[config.mk]
export PLATFORM = sky130hd
export DESIGN_NAME = threshold_calibrator
export DESIGN_NICKNAME = d
export VERILOG_FILES = /design/src/rtl/cal_pkg.sv /design/src/rtl/toggle_detect.sv /design/src/rtl/threshold_calibrator.sv
export SDC_FILE = /design/constraint.sdc
export NUM_CORES = 1
export LEC_CHECK = 0
export BUFFER_PORTS_ARGS = -buffer_cell sky130_fd_sc_hd__buf_2
export CAP_MARGIN = 20
export CORE_AREA = 2 2 103 105
export CTS_BUF_LIST = sky130_fd_sc_hd__clkbuf_4 sky130_fd_sc_hd__clkbuf_8 sky130_fd_sc_hd__clkbuf_16
export DETAILED_ROUTE_END_ITERATION = 10
export DIE_AREA = 0 0 105 107
export GPL_ROUTABILITY_DRIVEN = 0
export PLACE_DENSITY = 0.68
export SYNTH_ARGS = -nofsm -noshare
export SYNTH_HDL_FRONTEND = slang
export SYNTH_SLANG_ARGS = --single-unit
export TNS_END_PERCENT = 50
[constraint.sdc]
create_clock -name clk -period 7.09 [get_ports clk]
set_input_delay 1.0635 -clock clk [delete_from_list [all_inputs] [get_ports clk]]
set_output_delay 1.0635 -clock clk [all_outputs]
set_load 0.02 [all_outputs]
[src/rtl/cal_pkg.sv]
// Shared calibration definitions: FSM state encodings and the
// power-on threshold/hysteresis defaults also used by the threshold detector.
// ADC_WIDTH normally comes from adc_config.v; 12 is used when it is absent.
`ifndef ADC_WIDTH
`define ADC_WIDTH 12
`endif

package cal_pkg;

    localparam int ADC_WIDTH_DEF = `ADC_WIDTH;

    localparam logic [1:0] ST_IDLE    = 2'd0;
    localparam logic [1:0] ST_ACQUIRE = 2'd1;
    localparam logic [1:0] ST_COMPUTE = 2'd2;
    localparam logic [1:0] ST_PUBLISH = 2'd3;

    // Mid-scale threshold and 1/16-scale hysteresis for a w-bit ADC.
    function automatic logic [31:0] def_threshold(input int w);
        return 32'd1 << (w - 1);
    endfunction

    function automatic logic [31:0] def_hysteresis(input int w);
        return 32'd1 << (w - 4);
    endfunction

endpackage

[src/rtl/toggle_detect.sv]
// Converts a level-toggle strobe into a one-cycle pulse.
// Ports: clk, rst_n, i_toggle (strobe level), o_pulse (level differs from last cycle).
module toggle_detect (
    input  logic clk,
    input  logic rst_n,
    input  logic i_toggle,
    output logic o_pulse
);

    logic r_level;

    // Stored level follows the input every cycle, whatever the caller's state.
    always_ff @(posedge clk or negedge rst_n) begin
        if (!rst_n) r_level <= 1'b0;
        else        r_level <= i_toggle;
    end

    assign o_pulse = i_toggle ^ r_level;

endmodule

[src/rtl/threshold_calibrator.sv]
// Collects windows of ADC samples, derives threshold = min + span/2 and
// hysteresis = span/8, and publishes them with a valid/ready handshake.
// Ports: clk, rst_n, enable, adc_value, adc_value_change (toggle strobe),
//        threshold, hysteresis, cfg_valid, cfg_ready, busy, cal_count.
module threshold_calibrator
    import cal_pkg::*;
#(
    parameter int ADC_WIDTH   = ADC_WIDTH_DEF,
    parameter int WINDOW_LOG2 = 13,
    parameter int MIN_SPAN    = 64
) (
    input  logic                 clk,
    input  logic                 rst_n,
    input  logic                 enable,
    input  logic [ADC_WIDTH-1:0] adc_value,
    input  logic                 adc_value_change,
    output logic [ADC_WIDTH-1:0] threshold,
    output logic [ADC_WIDTH-3:0] hysteresis,
    output logic                 cfg_valid,
    input  logic                 cfg_ready,
    output logic                 busy,
    output logic [7:0]           cal_count
);

    localparam int CW = WINDOW_LOG2 + 1;
    localparam logic [CW-1:0] WIN_N = {1'b1, {WINDOW_LOG2{1'b0}}};
    localparam logic [ADC_WIDTH-1:0] THR_RST =
        ADC_WIDTH'(def_threshold(ADC_WIDTH));
    localparam logic [ADC_WIDTH-3:0] HYS_RST =
        (ADC_WIDTH-2)'(def_hysteresis(ADC_WIDTH));

    logic [1:0]           r_state;
    logic [CW-1:0]        r_cnt;
    logic [ADC_WIDTH-1:0] r_min;
    logic [ADC_WIDTH-1:0] r_max;
    logic [ADC_WIDTH-1:0] r_threshold;
    logic [ADC_WIDTH-3:0] r_hyst;
    logic                 r_valid;
    logic [7:0]           r_cal_count;

    logic                 w_pulse;
    logic [CW-1:0]        w_cnt_nxt;
    logic                 w_last;
    logic [ADC_WIDTH-1:0] w_min_nxt;
    logic [ADC_WIDTH-1:0] w_max_nxt;
    logic [ADC_WIDTH-1:0] w_span;
    logic                 w_span_ok;
    logic [ADC_WIDTH-1:0] w_thr;
    logic [ADC_WIDTH-3:0] w_hyst;

    toggle_detect u_tdet (
        .clk      (clk),
        .rst_n    (rst_n),
        .i_toggle (adc_value_change),
        .o_pulse  (w_pulse)
    );

    assign w_cnt_nxt = r_cnt + 1'b1;
    assign w_last    = (w_cnt_nxt == WIN_N);
    assign w_min_nxt = (adc_value < r_min) ? adc_value : r_min;
    assign w_max_nxt = (adc_value > r_max) ? adc_value : r_max;

    // max >= min always holds after a full window, so no wrap here.
    assign w_span    = r_max - r_min;
    assign w_span_ok = {{(32-ADC_WIDTH){1'b0}}, w_span} >= 32'(MIN_SPAN);
    assign w_thr     = r_min + (w_span >> 1);
    assign w_hyst    = {1'b0, w_span[ADC_WIDTH-1:3]};

    always_ff @(posedge clk or negedge rst_n) begin
        if (!rst_n) begin
            r_state     <= ST_IDLE;
            r_cnt       <= '0;
            r_min       <= '1;
            r_max       <= '0;
            r_threshold <= THR_RST;
            r_hyst      <= HYS_RST;
            r_valid     <= 1'b0;
            r_cal_count <= 8'd0;
        end else if (!enable) begin
            r_state <= ST_IDLE;
            r_valid <= 1'b0;
            r_cnt   <= '0;
            r_min   <= '1;
            r_max   <= '0;
        end else begin
            unique case (r_state)
                ST_IDLE: begin
                    r_cnt   <= '0;
                    r_min   <= '1;
                    r_max   <= '0;
                    r_state <= ST_ACQUIRE;
                end
                ST_ACQUIRE: begin
                    if (w_pulse) begin
                        r_cnt <= w_cnt_nxt;
                        r_min <= w_min_nxt;
                        r_max <= w_max_nxt;
                        if (w_last) r_state <= ST_COMPUTE;
                    end
                end
                ST_COMPUTE: begin
                    if (w_span_ok) begin
                        r_threshold <= w_thr;
                        r_hyst      <= w_hyst;
                        r_valid     <= 1'b1;
                        r_state     <= ST_PUBLISH;
                    end else begin
                        r_cnt   <= '0;
                        r_min   <= '1;
                        r_max   <= '0;
                        r_state <= ST_ACQUIRE;
                    end
                end
                ST_PUBLISH: begin
                    if (r_valid && cfg_ready) begin
                        r_valid     <= 1'b0;
                        r_cal_count <= r_cal_count + 8'd1;
                        r_cnt       <= '0;
                        r_min       <= '1;
                        r_max       <= '0;
                        r_state     <= ST_ACQUIRE;
                    end
                end
                default: r_state <= ST_IDLE;
            endcase
        end
    end

    assign threshold  = r_threshold;
    assign hysteresis = r_hyst;
    assign cfg_valid  = r_valid;
    assign busy       = (r_state != ST_IDLE);
    assign cal_count  = r_cal_count;

endmodule
# After elaboration in Yosys (flattened, before gate mapping)
# Cells that the tools add are included.
# totals
inputBits,17
wordCells,66
reg_bits,71
output_inout_bits,32
# classes
n_bitwise,1
eq_ne,12
order_cmp,3
add_sub_neg,4
reduce_logical,10
muxes,27
# op_table
cell,n
$mux W12,10
$pmux W12 S4,2
$mux W14,4
$pmux W14 S4,1
$ne A3 B3 Y1 const B,6
$reduce_and A3 Y1,5
$add A14 B1 Y14 const B,1
$eq A14 B14 Y1 const B,1
$add A12 B11 Y12,1
$ge A12 B7 Y1 const B,1
$gt A12 B12 Y1,1
$lt A12 B12 Y1,1
$sub A12 B12 Y12,1
$mux W2,5
$add A8 B1 Y8 const B,1
$pmux W2 S4,1
$reduce_and A4 Y1,2
$eq A2 B2 Y1 const B,2
$mux W1,3
$ne A3 B1 Y1 const B,1
$ne A3 B2 Y1 const B,1
$eq A2 B1 Y1 const B,1
$logic_not A2 Y1,1
$pmux W1 S2,1
3 further kinds,3

# Longest topological paths before layout
# Gate-level depths: netlist of the first run.
# logic_depth
depth_word,6
depth_mapped,17
mapped_depth_nobuf,17

# Cells and area by module
# Synthesis of the first run repeated with hierarchy kept, for this count alone.
# unflattened
hier_cells,516
area_unflattened_um2,4937.2
# by_module_without_submodules
module,area_each_um2,seq_area_each_um2,n_inst,cells_each
threshold_calibrator,4903.5,1769.2,1,514
toggle_detect,33.8,25.0,1,2

# Worst setup path before layout of the first run
# Ideal clock, no wire load.
# synth_path
path_kind,reg-to-reg
from,register r_min[0]
to,"register r_threshold[11], in the netlist threshold[11]"
stages_incl_launch_ff,16
synth_period_minus_slack_ns,3.458
setup_ns,0.087
n_path_buf,0
arrival_time_ns,3.371
path_slack_ns,3.632
required_time_ns,7.003
path_cell_list,dfstp_2 ha_1 inv_1 fa_1 a211oi_2 o21ai_1 a21oi_2 a21oi_1 xor2_1 ha_1 and3_1 a211oi_1 o21bai_1 a21oi_1 xnor2_1 o21ai_0
# synth_via
elab_chain_cells,3
word_cells_on_any_way,4
classes_between,add/sub (2); order compare (1); reduce/logical (1)
# synth_lines
item,line_no,source
from (decl),threshold_calibrator.sv:34,logic [ADC_WIDTH-1:0] r_min;
from (signal assigned),threshold_calibrator.sv:96,r_min <= w_min_nxt;
$sub A12 B12 Y12 *,threshold_calibrator.sv:64,assign w_span = r_max - r_min;
net w_span[8],threshold_calibrator.sv:46,logic [ADC_WIDTH-1:0] w_span;
$ge A12 B7 Y1,threshold_calibrator.sv:65,"assign w_span_ok = {{(32-ADC_WIDTH){1'b0}}, w_span} >= 32'(MIN_SPAN);"
$reduce_and A3 Y1 (no line),--,
to (signal assigned),threshold_calibrator.sv:103,r_threshold <= w_thr;
to (decl),threshold_calibrator.sv:36,logic [ADC_WIDTH-1:0] r_threshold;
# Mark *: on every way through the listed nets, which the timed path passes. The rest lies on a longest branch.
# A chain may end at the register's enable or synchronous reset.

# Worst setup path in the final report of the first run
# layout_path
from,register r_min[0]
to,register r_min[1]
# layout_via
elab_chain_cells,4
word_cells_on_any_way,6
classes_between,add/sub (1); order compare (2); eq/ne (2); reduce/logical (1)
# layout_lines
item,line_no
$sub A12 B12 Y12,threshold_calibrator.sv:64
net w_span[6],threshold_calibrator.sv:46
$ge A12 B7 Y1,threshold_calibrator.sv:65
$ne A3 B3 Y1 (no line),--
$reduce_and A4 Y1 (no line),--
# The timed path passes the listed nets, and every way through them passes these cells.

==> results of run 1 <==
## worst paths after layout
path	slack (ns)	cells after the start	to	start
min	0.48	1	cal_count[7]$_DFFE_PN0P_	cal_count[7]$_DFFE_PN0P_
min in group asynchronous	0.92	2	r_max[6]$_DFFE_PN0P_	rst_n
max in group asynchronous	5.57	2	hysteresis[3]$_DFFE_PN0P_	rst_n
min reg2reg	0.48	1	cal_count[7]$_DFFE_PN0P_	cal_count[7]$_DFFE_PN0P_
max	3.07	11	r_min[1]$_DFFE_PN1P_	r_min[0]$_DFFE_PN1P_
max reg2reg	3.07	11	r_min[1]$_DFFE_PN1P_	r_min[0]$_DFFE_PN1P_
## critical path, stage by stage, from the launching register on
cell,delay (ns)
sky130_fd_sc_hd__dfstp_2,0.57
sky130_fd_sc_hd__ha_1,0.17
sky130_fd_sc_hd__inv_1,0.05
sky130_fd_sc_hd__fa_1,0.43
sky130_fd_sc_hd__a211oi_2,0.20
sky130_fd_sc_hd__o21ai_1,0.14
sky130_fd_sc_hd__a21oi_2,0.18
sky130_fd_sc_hd__xnor2_1,0.12
sky130_fd_sc_hd__or4_4,0.59
sky130_fd_sc_hd__o41a_4,0.47
sky130_fd_sc_hd__o31ai_4,0.73
sky130_fd_sc_hd__mux2i_1,0.29
## final cells by class
| type | instances | area share |
|---|---|---|
| Clock inverter | 1 | 0.00548 |
| Sequential cell | 71 | 0.327 |
| Multi-Input combinational cell | 392 | 0.531 |
| Tap cell | 136 | 0.0311 |
| Inverter | 40 | 0.0274 |
| Clock buffer | 15 | 0.0320 |
| Timing Repair Buffer | 49 | 0.0457 |
## flip-flops by register name, indices dropped and copies added, names as in the netlist
register and flops:
cfg_valid 1, u_tdet.r_level 1, r_state 2, r_min 12, r_cnt 14, r_max 12, hysteresis 9, threshold 12
cal_count 8
## cells in the final DEF (no fill, tap or decap), types with 4 or more instances in the layout
cell type                  count
sky130_fd_sc_hd__ha_1         51
sky130_fd_sc_hd__o211ai_1     12
sky130_fd_sc_hd__dfrtp_1      57
sky130_fd_sc_hd__mux2_2       17
sky130_fd_sc_hd__a21oi_1      29
sky130_fd_sc_hd__and3_1        7
sky130_fd_sc_hd__o21ai_0      24
sky130_fd_sc_hd__mux2i_1      24
sky130_fd_sc_hd__nor3_1        9
sky130_fd_sc_hd__buf_2        47
sky130_fd_sc_hd__o21a_1        7
sky130_fd_sc_hd__nand2_1      54
sky130_fd_sc_hd__clkbuf_8     10
sky130_fd_sc_hd__dfstp_2      14
sky130_fd_sc_hd__nor2_1       30
sky130_fd_sc_hd__inv_1        39
sky130_fd_sc_hd__nand3_1      19
sky130_fd_sc_hd__xnor2_1      19
sky130_fd_sc_hd__xor2_1        8
sky130_fd_sc_hd__o31ai_1      10
sky130_fd_sc_hd__nand4_1      10
sky130_fd_sc_hd__a211oi_1      7
sky130_fd_sc_hd__a21o_1        4
sky130_fd_sc_hd__clkbuf_4      5
## routing by layer
layer | track usage | part of all wire | wire (µm)
met5 | 0 | 0 | 0
met3 | 0.0261 | 0.029 | 315
met4 | 0.0838 | 0.017 | 183
met1 | 0.277 | 0.50 | 5400
met2 | 0.320 | 0.45 | 4850
## kinds of logic after synthesis
group,after synthesis
XOR/XNOR,27
AO/OA/AOI/OAI,125
flip-flops,71
adder cells (fa/ha/maj),53
AND/OR/NAND/NOR,145
multiplexers,41
other,1
buffers and inverters,55
## power breakdown
part | internal (mW) | total, mW | switching [mW]
clock | 0.192 | 0.340 | 0.147
sequential | 0.520 | 0.586 | 0.0658
combinational | 0.508 | 1.23 | 0.718
==> flow_metrics.py, run 1 <==
metrics = {
    "status": {
        "outcome": "finished, final reports clean",
    },
    "layout": {
        "nNetsFinal": 633,
        "multi_input_area_um2": 2910,
        "fin_util": 0.543,
        "area_growth_syn_to_layout_pct": 10.9,
        "fillCellCount": 958,
        "postLayoutCellArea_um2": 5480,
        "diodes": 0,
        "register_area_um2": 1790,
        "layout-drive-gt1-share": 0.192,
        "fin_cells": 704,
    },
    "detailed_routing": {
        "post_drt_via_cell_ratio": 5.60,
        "post_detailed_route_drc_marker_count": 0,
        "vias": 3943,
        "first_pass_iters": 8,
        "initialDrtViolationCount": 245,
        "ant_nets": 0,
        "wl_per_cell_um": 15.3,
        "postRouteWirelength_um": 10700,
    },
    "timing": {
        "final_hold_viol_count": 0,
        "clock-skew-final_ns": 0.00800,
        "worst-slew-pin-transition_ns": 1.08,
        "rsz0062_at_grt": "no",
        "fin_worst_hold_slack_ns": 0.475,
        "finalMaxSlewViolations": 0,
        "max-slew-margin-rel": 0.277,
        "finalWorstPathRequiredPeriod_ns": 4.02,
        "post-route-worst-setup-slack_ns": 3.07,
        "clock.fmax_ghz": 0.249,
        "fin_tns_setup_ns": 0,
        "number_of_endpoints_failing_setup_at_the_final_stage": 0,
        "timing.final.crit_share": 0.566,
    },
    "clock_network": {
        "postCtsHoldBufs": 0,
        "clkLatencyLatePin_ns": 0.35,
        "numCtsBuffers": 9,
        "tritoncts": "yes",
        "post-cts-setup-buffer-count": 0,
        "max-clock-path-buffers": 2,
        "cts_resized": 0,
        "sinks_on_the_clock_net": 71,
        "cts.clk_slew.worst_paths_ns": 0.07,
        "clock_tree.htree_level_count": 3,
        "clock-root-buffer": "sky130_fd_sc_hd__clkbuf_8",
    },
    "logic_synthesis": {
        "synth_fa_ha_area_frac": 0.137,
        "synth_top_cells_by_count": "57 x sky130_fd_sc_hd__dfrtp_1, 54 x sky130_fd_sc_hd__nand2_1, 51 x sky130_fd_sc_hd__ha_1",
        "netlist_area_um2": 4940,
        "async_reset_ff_frac": 1.00,
        "synth.top_cells.by_area": "sky130_fd_sc_hd__dfrtp_1 29%, sky130_fd_sc_hd__ha_1 13%, sky130_fd_sc_hd__dfstp_2 7.4%, sky130_fd_sc_hd__mux2i_1 4.9%, sky130_fd_sc_hd__nand2_1 4.1%",
        "syn-mean-instance-area_um2": 9.54,
        "yosys_warnings": 0,
        "synth.area.mux_share": 0.0873,
        "synth-seq-cells": 71,
        "synth.top_cell.area_share": 0.289,
        "ys.flop_type": "sky130_fd_sc_hd__dfrtp_1",
        "yosys.cell_count.top_type": "sky130_fd_sc_hd__dfrtp_1",
        "synthDominantAreaCellType": "sky130_fd_sc_hd__dfrtp_1",
        "synth_xor_area_frac": 0.0478,
        "post_synth_inst_count": 518,
        "synth_edf_count": 0,
        "synth_simple_gate_area_share": 0.139,
        "synth_compound_gate_area_share": 0.177,
        "synth_top_family_by_area": "compound AO/OA/AOI/OAI gates",
        "post_synth_net_total": 588,
        "proportion_of_synthesized_chip_area_in_sequential_cells": 0.363,
        "synth_cell_type_count": 62,
    },
    "pwr": {
        "total_power_mw": 2.15,
        "power.ir.vdd_worst_mv": 0.167,
        "p_leak_nw": 2.77,
        "power_density_nw_per_um2": 393,
    },
    "place": {
        "port-buffer-count": 47,
        "dpl_worst_slack_ns": 3.08,
        "dp.final_hpwl_um": 7960,
        "placedCellCount": 688,
        "place_area_um2": 5270,
    },
    "global_route": {
        "grt_remaining_overflow": 0,
        "grtUsageTotal": 0.201,
        "grt_pass1_vias": 3864,
        "antenna_found_initial": 0,
        "pin_count_of_the_biggest_net_entering_global_routing": 72,
        "global_route_wire_length_before_repair_um": 18100,
    },
    "floorplanning": {
        "initial_core_util": 0.490,
        "core_area_um2": 10100,
        "area_of_the_die_um2": 11200,
        "io_pins": 49,
        "die_width_um": 105,
        "die_y_um": 107,
        "rows": 37,
    },
    "critical_path": {
        "timing.critical_path.fanout_max": 14,
        "crit_path_end_kind": "register",
        "timing.critical_path.arrival_ns": 4.29,
        "crit_type": "reg -> reg",
        "worstSetupStartpointType": "register",
        "worst-endpoint-required_ns": 7.36,
    },
    "worst_hold_path": {
        "worst_hold_path_type": "reg -> reg",
    },
    "run": {
        "max-cap-violations": 0,
    },
}
No activity file was read; power rests on OpenSTA's default activity.
==> run 2: changes to the inputs <==
==> constraint.sdc (replaced) <==
create_clock -name clk -period 4.1 [get_ports clk]
set_input_delay 0.615 -clock clk [delete_from_list [all_inputs] [get_ports clk]]
set_output_delay 0.615 -clock clk [all_outputs]
set_load 0.02 [all_outputs]
==> flow_metrics.py, run 2 (synthesis results as in run 1) <==
metrics = {
    "critical_path": {
        "timing.critical_path.fanout_max": 5,
        "cp_slowest_stage_delay_ns": 0.57,
        "worstSetupStartpointType": "register",
        "timing.critical_path.buf_inv": 1,
        "crit_path_end_kind": "register",
        "timing.critical_path.cells": "ha_1 > inv_1 > fa_1 > a211oi_2 > o21ai_1 > a21oi_2 > a21oi_1 > xor2_1 > ha_1 > and3_1 > a211oi_1 > o21bai_1 > a21oi_1 > xnor2_1 > o21ai_0",
        "crit_type": "reg -> reg",
        "critical-path-slowest-cell": "sky130_fd_sc_hd__dfstp_2",
        "timing.critical_path.arrival_ns": 4.07,
        "worst-endpoint-required_ns": 4.38,
        "crit_family": "compound AO/OA/AOI/OAI gates",
    },
    "layout": {
        "max_flop_register": "r_cnt",
        "layout-drive-gt1-share": 0.196,
        "area_growth_syn_to_layout_pct": 11.6,
        "layout_commonest_cell": "sky130_fd_sc_hd__dfrtp_1",
        "most_used_cells_in_the_layout_excluding_fill_and_tap_cells": "57 x sky130_fd_sc_hd__dfrtp_1, 54 x sky130_fd_sc_hd__nand2_1, 51 x sky130_fd_sc_hd__ha_1, 47 x sky130_fd_sc_hd__buf_2, 39 x sky130_fd_sc_hd__inv_1",
        "max_ffs_per_register": 14,
        "diodes": 0,
        "fillCellCount": 936,
        "nNetsFinal": 636,
    },
    "timing": {
        "worst-slew-pin-transition_ns": 0.892,
        "number_of_endpoints_failing_setup_at_the_final_stage": 0,
        "clock-skew-final_ns": 0.00894,
        "clock.fmax_ghz": 0.264,
        "finalWorstPathRequiredPeriod_ns": 3.79,
        "fin_tns_setup_ns": 0,
        "max-slew-margin-rel": 0.405,
        "finalMaxSlewViolations": 0,
        "final_hold_viol_count": 0,
        "timing.final.crit_share": 0.924,
        "rsz0062_at_grt": "no",
    },
    "place": {
        "dp.final_hpwl_um": 7880,
        "port-buffer-count": 47,
    },
    "detailed_routing": {
        "post_detailed_route_drc_marker_count": 0,
        "post_drt_via_cell_ratio": 5.58,
        "initialDrtViolationCount": 154,
        "first_pass_iters": 4,
        "wl_per_cell_um": 14.9,
        "vias": 3944,
        "postRouteWirelength_um": 10500,
        "ant_nets": 0,
    },
    "clock_network": {
        "cts.clk_slew.worst_paths_ns": 0.08,
        "postCtsHoldBufs": 0,
        "numCtsBuffers": 9,
        "post-cts-setup-buffer-count": 0,
        "sinks_on_the_clock_net": 71,
        "max-clock-path-buffers": 2,
        "clock-root-buffer": "sky130_fd_sc_hd__clkbuf_8",
        "clock_tree.htree_level_count": 3,
        "tritoncts": "yes",
        "clkLatencyLatePin_ns": 0.35,
        "cts_resized": 0,
    },
    "global_route": {
        "grt_pass1_vias": 3820,
        "global_route_wire_length_before_repair_um": 17600,
        "grtUsageTotal": 0.196,
        "grt_remaining_overflow": 0,
        "antenna_found_initial": 0,
        "pin_count_of_the_biggest_net_entering_global_routing": 72,
    },
    "floorplanning": {
        "core_area_um2": 10100,
        "rows": 37,
        "area_of_the_die_um2": 11200,
        "die_width_um": 105,
        "io_pins": 49,
        "die_y_um": 107,
        "initial_core_util": 0.490,
    },
    "worst_hold_path": {
        "worst_hold_path_type": "in -> reg",
    },
    "pwr": {
        "p_leak_nw": 2.79,
        "total_power_mw": 3.74,
        "power.ir.vdd_worst_mv": 0.253,
        "power_density_nw_per_um2": 678,
    },
    "run": {
        "max-cap-violations": 0,
    },
    "status": {
        "outcome": "finished, final reports clean",
    },
}
run 2: metal layers:
layer / vias to the layer above / part of all wire / track usage
met2: 71 / 0.46 / 0.312
met5: - / 0 / 0
met3: 12 / 0.046 / 0.0371
li1: 1970 / - / -
met4: 0 / 0.014 / 0.0629
met1: 1891 / 0.48 / 0.271
run 2: final cells by class:
class                           instances  area, µm²  area share
Clock buffer                           14        180      0.0327
Clock inverter                          2       37.5     0.00681
Inverter                               40        150      0.0272
Multi-Input combinational cell        392       2910       0.528
Sequential cell                        71       1790       0.325
Tap cell                              136        170      0.0309
Timing Repair Buffer                   52        273      0.0495
run 2: path summary, 6_finish.rpt:
check                                    startpoint                   endpoint  slack, ns  cells after the start
min in group asynchronous                     rst_n       r_max[5]$_DFFE_PN0P_       0.46                      2
max                            r_min[0]$_DFFE_PN1P_  threshold[11]$_DFFE_PN1P_       0.31                     15
max reg2reg                    r_min[0]$_DFFE_PN1P_  threshold[11]$_DFFE_PN1P_       0.31                     15
min reg2reg                cal_count[7]$_DFFE_PN0P_   cal_count[7]$_DFFE_PN0P_       0.47                      1
min                                adc_value_change   u_tdet.r_level$_DFF_PN0_       0.39                      1
max in group asynchronous                     rst_n       r_cnt[4]$_DFFE_PN0P_       3.06                      2
run 2: report_power, final:
group          internal [mW]  switching, mW
Combinational          0.886           1.23
Sequential             0.899          0.117
Clock                  0.345          0.266
Total                   2.13           1.61
run 2: worst register-to-register path: stages, from the launching register on:
cell and delay (ns):
sky130_fd_sc_hd__dfstp_2 0.57, sky130_fd_sc_hd__ha_1 0.17, sky130_fd_sc_hd__inv_1 0.05, sky130_fd_sc_hd__fa_1 0.42, sky130_fd_sc_hd__a211oi_2 0.20, sky130_fd_sc_hd__o21ai_1 0.13, sky130_fd_sc_hd__a21oi_2 0.19, sky130_fd_sc_hd__a21oi_1 0.10
sky130_fd_sc_hd__xor2_1 0.44, sky130_fd_sc_hd__ha_1 0.38, sky130_fd_sc_hd__and3_1 0.20, sky130_fd_sc_hd__a211oi_1 0.36, sky130_fd_sc_hd__o21bai_1 0.10, sky130_fd_sc_hd__a21oi_1 0.18, sky130_fd_sc_hd__xnor2_1 0.08, sky130_fd_sc_hd__o21ai_0 0.15
run 2: metrics by stage:
stage | setup slack [ns] | instance area [µm²] | hold slack [ns] | util | std cells
2_1_floorplan | 0.642 | 4940 | 0.319 | - | 518
5_1_grt | 0.0999 | 5510 | 0.373 | 0.546 | 707
3_3_place_gp | 0.404 | 5300 | 0.457 | 0.525 | 691
4_1_cts | 0.311 | 5510 | 0.379 | 0.546 | 707
3_5_place_dp | 0.334 | 5300 | 0.463 | 0.525 | 691
6_report | 0.310 | 5510 | 0.390 | 0.546 | 707
==> run 3: changes to the inputs <==
--- a/config.mk
+++ b/config.mk
@@ -12,7 +12,7 @@
 export DETAILED_ROUTE_END_ITERATION = 10
 export DIE_AREA = 0 0 105 107
 export GPL_ROUTABILITY_DRIVEN = 0
-export PLACE_DENSITY = 0.68
+export PLACE_DENSITY = 0.71
 export SYNTH_ARGS = -nofsm -noshare
 export SYNTH_HDL_FRONTEND = slang
 export SYNTH_SLANG_ARGS = --single-unit
==> constraint.sdc (replaced) <==
create_clock -name clk -period 3.33 [get_ports clk]
set_input_delay 0.4995 -clock clk [delete_from_list [all_inputs] [get_ports clk]]
set_output_delay 0.4995 -clock clk [all_outputs]
set_load 0.02 [all_outputs]
==> flow_metrics.py, run 3 (synthesis results as in run 1) <==
metrics = {
    "clock_network": {
        "clkLatencyLatePin_ns": 0.36,
        "numCtsBuffers": 9,
        "postCtsHoldBufs": 0,
        "sinks_on_the_clock_net": 71,
        "cts.clk_slew.worst_paths_ns": 0.07,
        "max-clock-path-buffers": 2,
        "clock_tree.htree_level_count": 3,
        "tritoncts": "yes",
        "clock-root-buffer": "sky130_fd_sc_hd__clkbuf_8",
    },
    "timing": {
        "timing.final.crit_share": 1.01,
        "finalMaxSlewViolations": 0,
        "fin_tns_setup_ns": -0.0326,
        "max-slew-margin-rel": 0.437,
        "final_hold_viol_count": 0,
        "clock-skew-final_ns": 0.0105,
        "finalWorstPathRequiredPeriod_ns": 3.36,
        "number_of_endpoints_failing_setup_at_the_final_stage": 1,
        "rsz0062_at_grt": "yes",
        "clock.fmax_ghz": 0.297,
        "worst-slew-pin-transition_ns": 0.844,
        "post-route-worst-setup-slack_ns": -0.0326,
    },
    "critical_path": {
        "cp_slowest_stage_delay_ns": 0.56,
        "timing.critical_path.fanout_max": 12,
        "timing.critical_path.arrival_ns": 3.64,
        "reg2reg_from": "r_min[0]$_DFFE_PN1P_",
        "timing.critical_path.cells": "ha_4 > inv_2 > fa_2 > a211oi_2 > o21ai_2 > a21oi_2 > xnor2_1 > or4_4 > o41a_4 > o31ai_4 > buf_12 > mux2i_1",
        "crit_path_end_kind": "register",
        "worstSetupStartpointType": "register",
        "critical-path-slowest-cell": "sky130_fd_sc_hd__dfstp_2",
        "worst_r2r_path_depth": 12,
        "r2r_end": "r_min[1]$_DFFE_PN1P_",
        "crit_type": "reg -> reg",
        "worst-endpoint-required_ns": 3.61,
        "regToRegSetupSlack_ns": -0.03,
    },
    "global_route": {
        "antenna_found_initial": 0,
        "pin_count_of_the_biggest_net_entering_global_routing": 37,
        "grt_pass1_vias": 4100,
        "grtUsageTotal": 0.215,
        "global_route_wire_length_before_repair_um": 19300,
        "grt_remaining_overflow": 0,
    },
    "layout": {
        "max_flop_register": "r_cnt",
        "diodes": 0,
        "most_used_cells_in_the_layout_excluding_fill_and_tap_cells": "57 x sky130_fd_sc_hd__dfrtp_1, 53 x sky130_fd_sc_hd__nand2_1, 47 x sky130_fd_sc_hd__buf_2, 44 x sky130_fd_sc_hd__ha_1, 38 x sky130_fd_sc_hd__inv_1",
        "postLayoutCellArea_um2": 5960,
        "max_ffs_per_register": 14,
        "area_growth_syn_to_layout_pct": 20.6,
        "layout-drive-gt1-share": 0.288,
        "layout_commonest_cell": "sky130_fd_sc_hd__dfrtp_1",
        "nNetsFinal": 659,
    },
    "status": {
        "failed_checks": "negative setup slack",
        "outcome": "complete, but fails checks",
    },
    "detailed_routing": {
        "m1WireLength_um": 5400,
        "first_pass_iters": 5,
        "wl_per_cell_um": 16.3,
        "initialDrtViolationCount": 302,
        "postRouteWirelength_um": 11900,
        "post_detailed_route_drc_marker_count": 0,
        "dr_wl_met2_um": 5760,
        "ant_nets": 0,
        "dr.max_layer_used": "met4",
        "post_drt_via_cell_ratio": 5.82,
        "vias": 4246,
        "wl_met3_um": 533,
    },
    "pwr": {
        "power.ir.vdd_worst_mv": 0.336,
        "p_leak_nw": 2.95,
        "power_density_nw_per_um2": 859,
    },
    "floorplanning": {
        "core_area_um2": 10100,
        "io_pins": 49,
        "rows": 37,
        "initial_core_util": 0.490,
        "die_y_um": 107,
        "area_of_the_die_um2": 11200,
        "die_width_um": 105,
    },
    "run": {
        "max-cap-violations": 0,
    },
    "place": {
        "dp.final_hpwl_um": 8570,
        "port-buffer-count": 47,
        "place_area_um2": 5500,
        "dpl_worst_slack_ns": -0.115,
    },
    "worst_hold_path": {
        "worst_hold_path_type": "in -> async",
    },
}
-- run 3: timing repair --
item	CTS	global route
setup endpoints to repair	56	60
pin swaps	3	12
gates resized for setup	8	35
setup buffers	1	2
gates cloned	0	2
-- run 3: worst max path at each step --
stage,to,depth (start not counted),from,slack (ns)
floorplan,r_max[10]$_DFFE_PN0P_,12,r_min[0]$_DFFE_PN1P_,-0.03
global placement,threshold[11]$_DFFE_PN1P_,15,r_min[2]$_DFFE_PN1P_,0.0004
detailed placement,threshold[11]$_DFFE_PN1P_,15,r_min[2]$_DFFE_PN1P_,-0.12
CTS,threshold[10]$_DFFE_PN0P_,14,r_min[1]$_DFFE_PN1P_,-0.02
global route,r_min[1]$_DFFE_PN1P_,12,r_min[3]$_DFFE_PN1P_,-0.14
finish,r_min[1]$_DFFE_PN1P_,12,r_min[0]$_DFFE_PN1P_,-0.03
-- run 3: routing by layer --
metal | up-vias | global-route usage
li1 | 2021 | -
met1 | 2098 | 0.288
met2 | 108 | 0.348
met3 | 19 | 0.0395
met4 | 0 | 0.0771
met5 | - | 0
-- run 3: worst max-delay path: cells and delay by family, from the launching register on --
family                   cells  cell delay [ns]
AO/OA/AOI/OAI                5             1.11
XOR/XNOR                     1             0.12
adder cells (fa/ha/maj)      2             0.51
buffers and inverters        2             0.23
flip-flops                   1             0.56
multiplexers                 1             0.22
AND/OR/NAND/NOR              1             0.53
-- run 3: area by class of cell --
class	instances	area (µm²)
Sequential cell	71	1790
Clock inverter	3	42.5
Timing Repair Buffer	74	513
Fill cell	898	4130
Tap cell	136	170
Clock buffer	13	160
Multi-Input combinational cell	393	3130
Inverter	40	150
-- run 3: power by group --
part | leakage (nW) | internal (mW) | total (mW) | switching (mW)
clock network | 0.104 | 0.391 | 0.716 | 0.325
registers | 0.916 | 1.11 | 1.25 | 0.145
logic | 1.93 | 1.41 | 3.15 | 1.74
total | 2.95 | 2.91 | 5.12 | 2.21
-- run 3: through the flow --
step / total power, mW / instances / hold WS (ns) / utilization
finish: 5.12 / 730 / 0.246 / 0.591
global route: 5.50 / 730 / 0.253 / 0.591
CTS: 4.89 / 726 / 0.258 / 0.571
detailed placement: 4.11 / 709 / 0.474 / 0.545
global placement: 3.99 / 709 / 0.455 / 0.545
floorplan: 3.28 / 518 / 0.204 / -
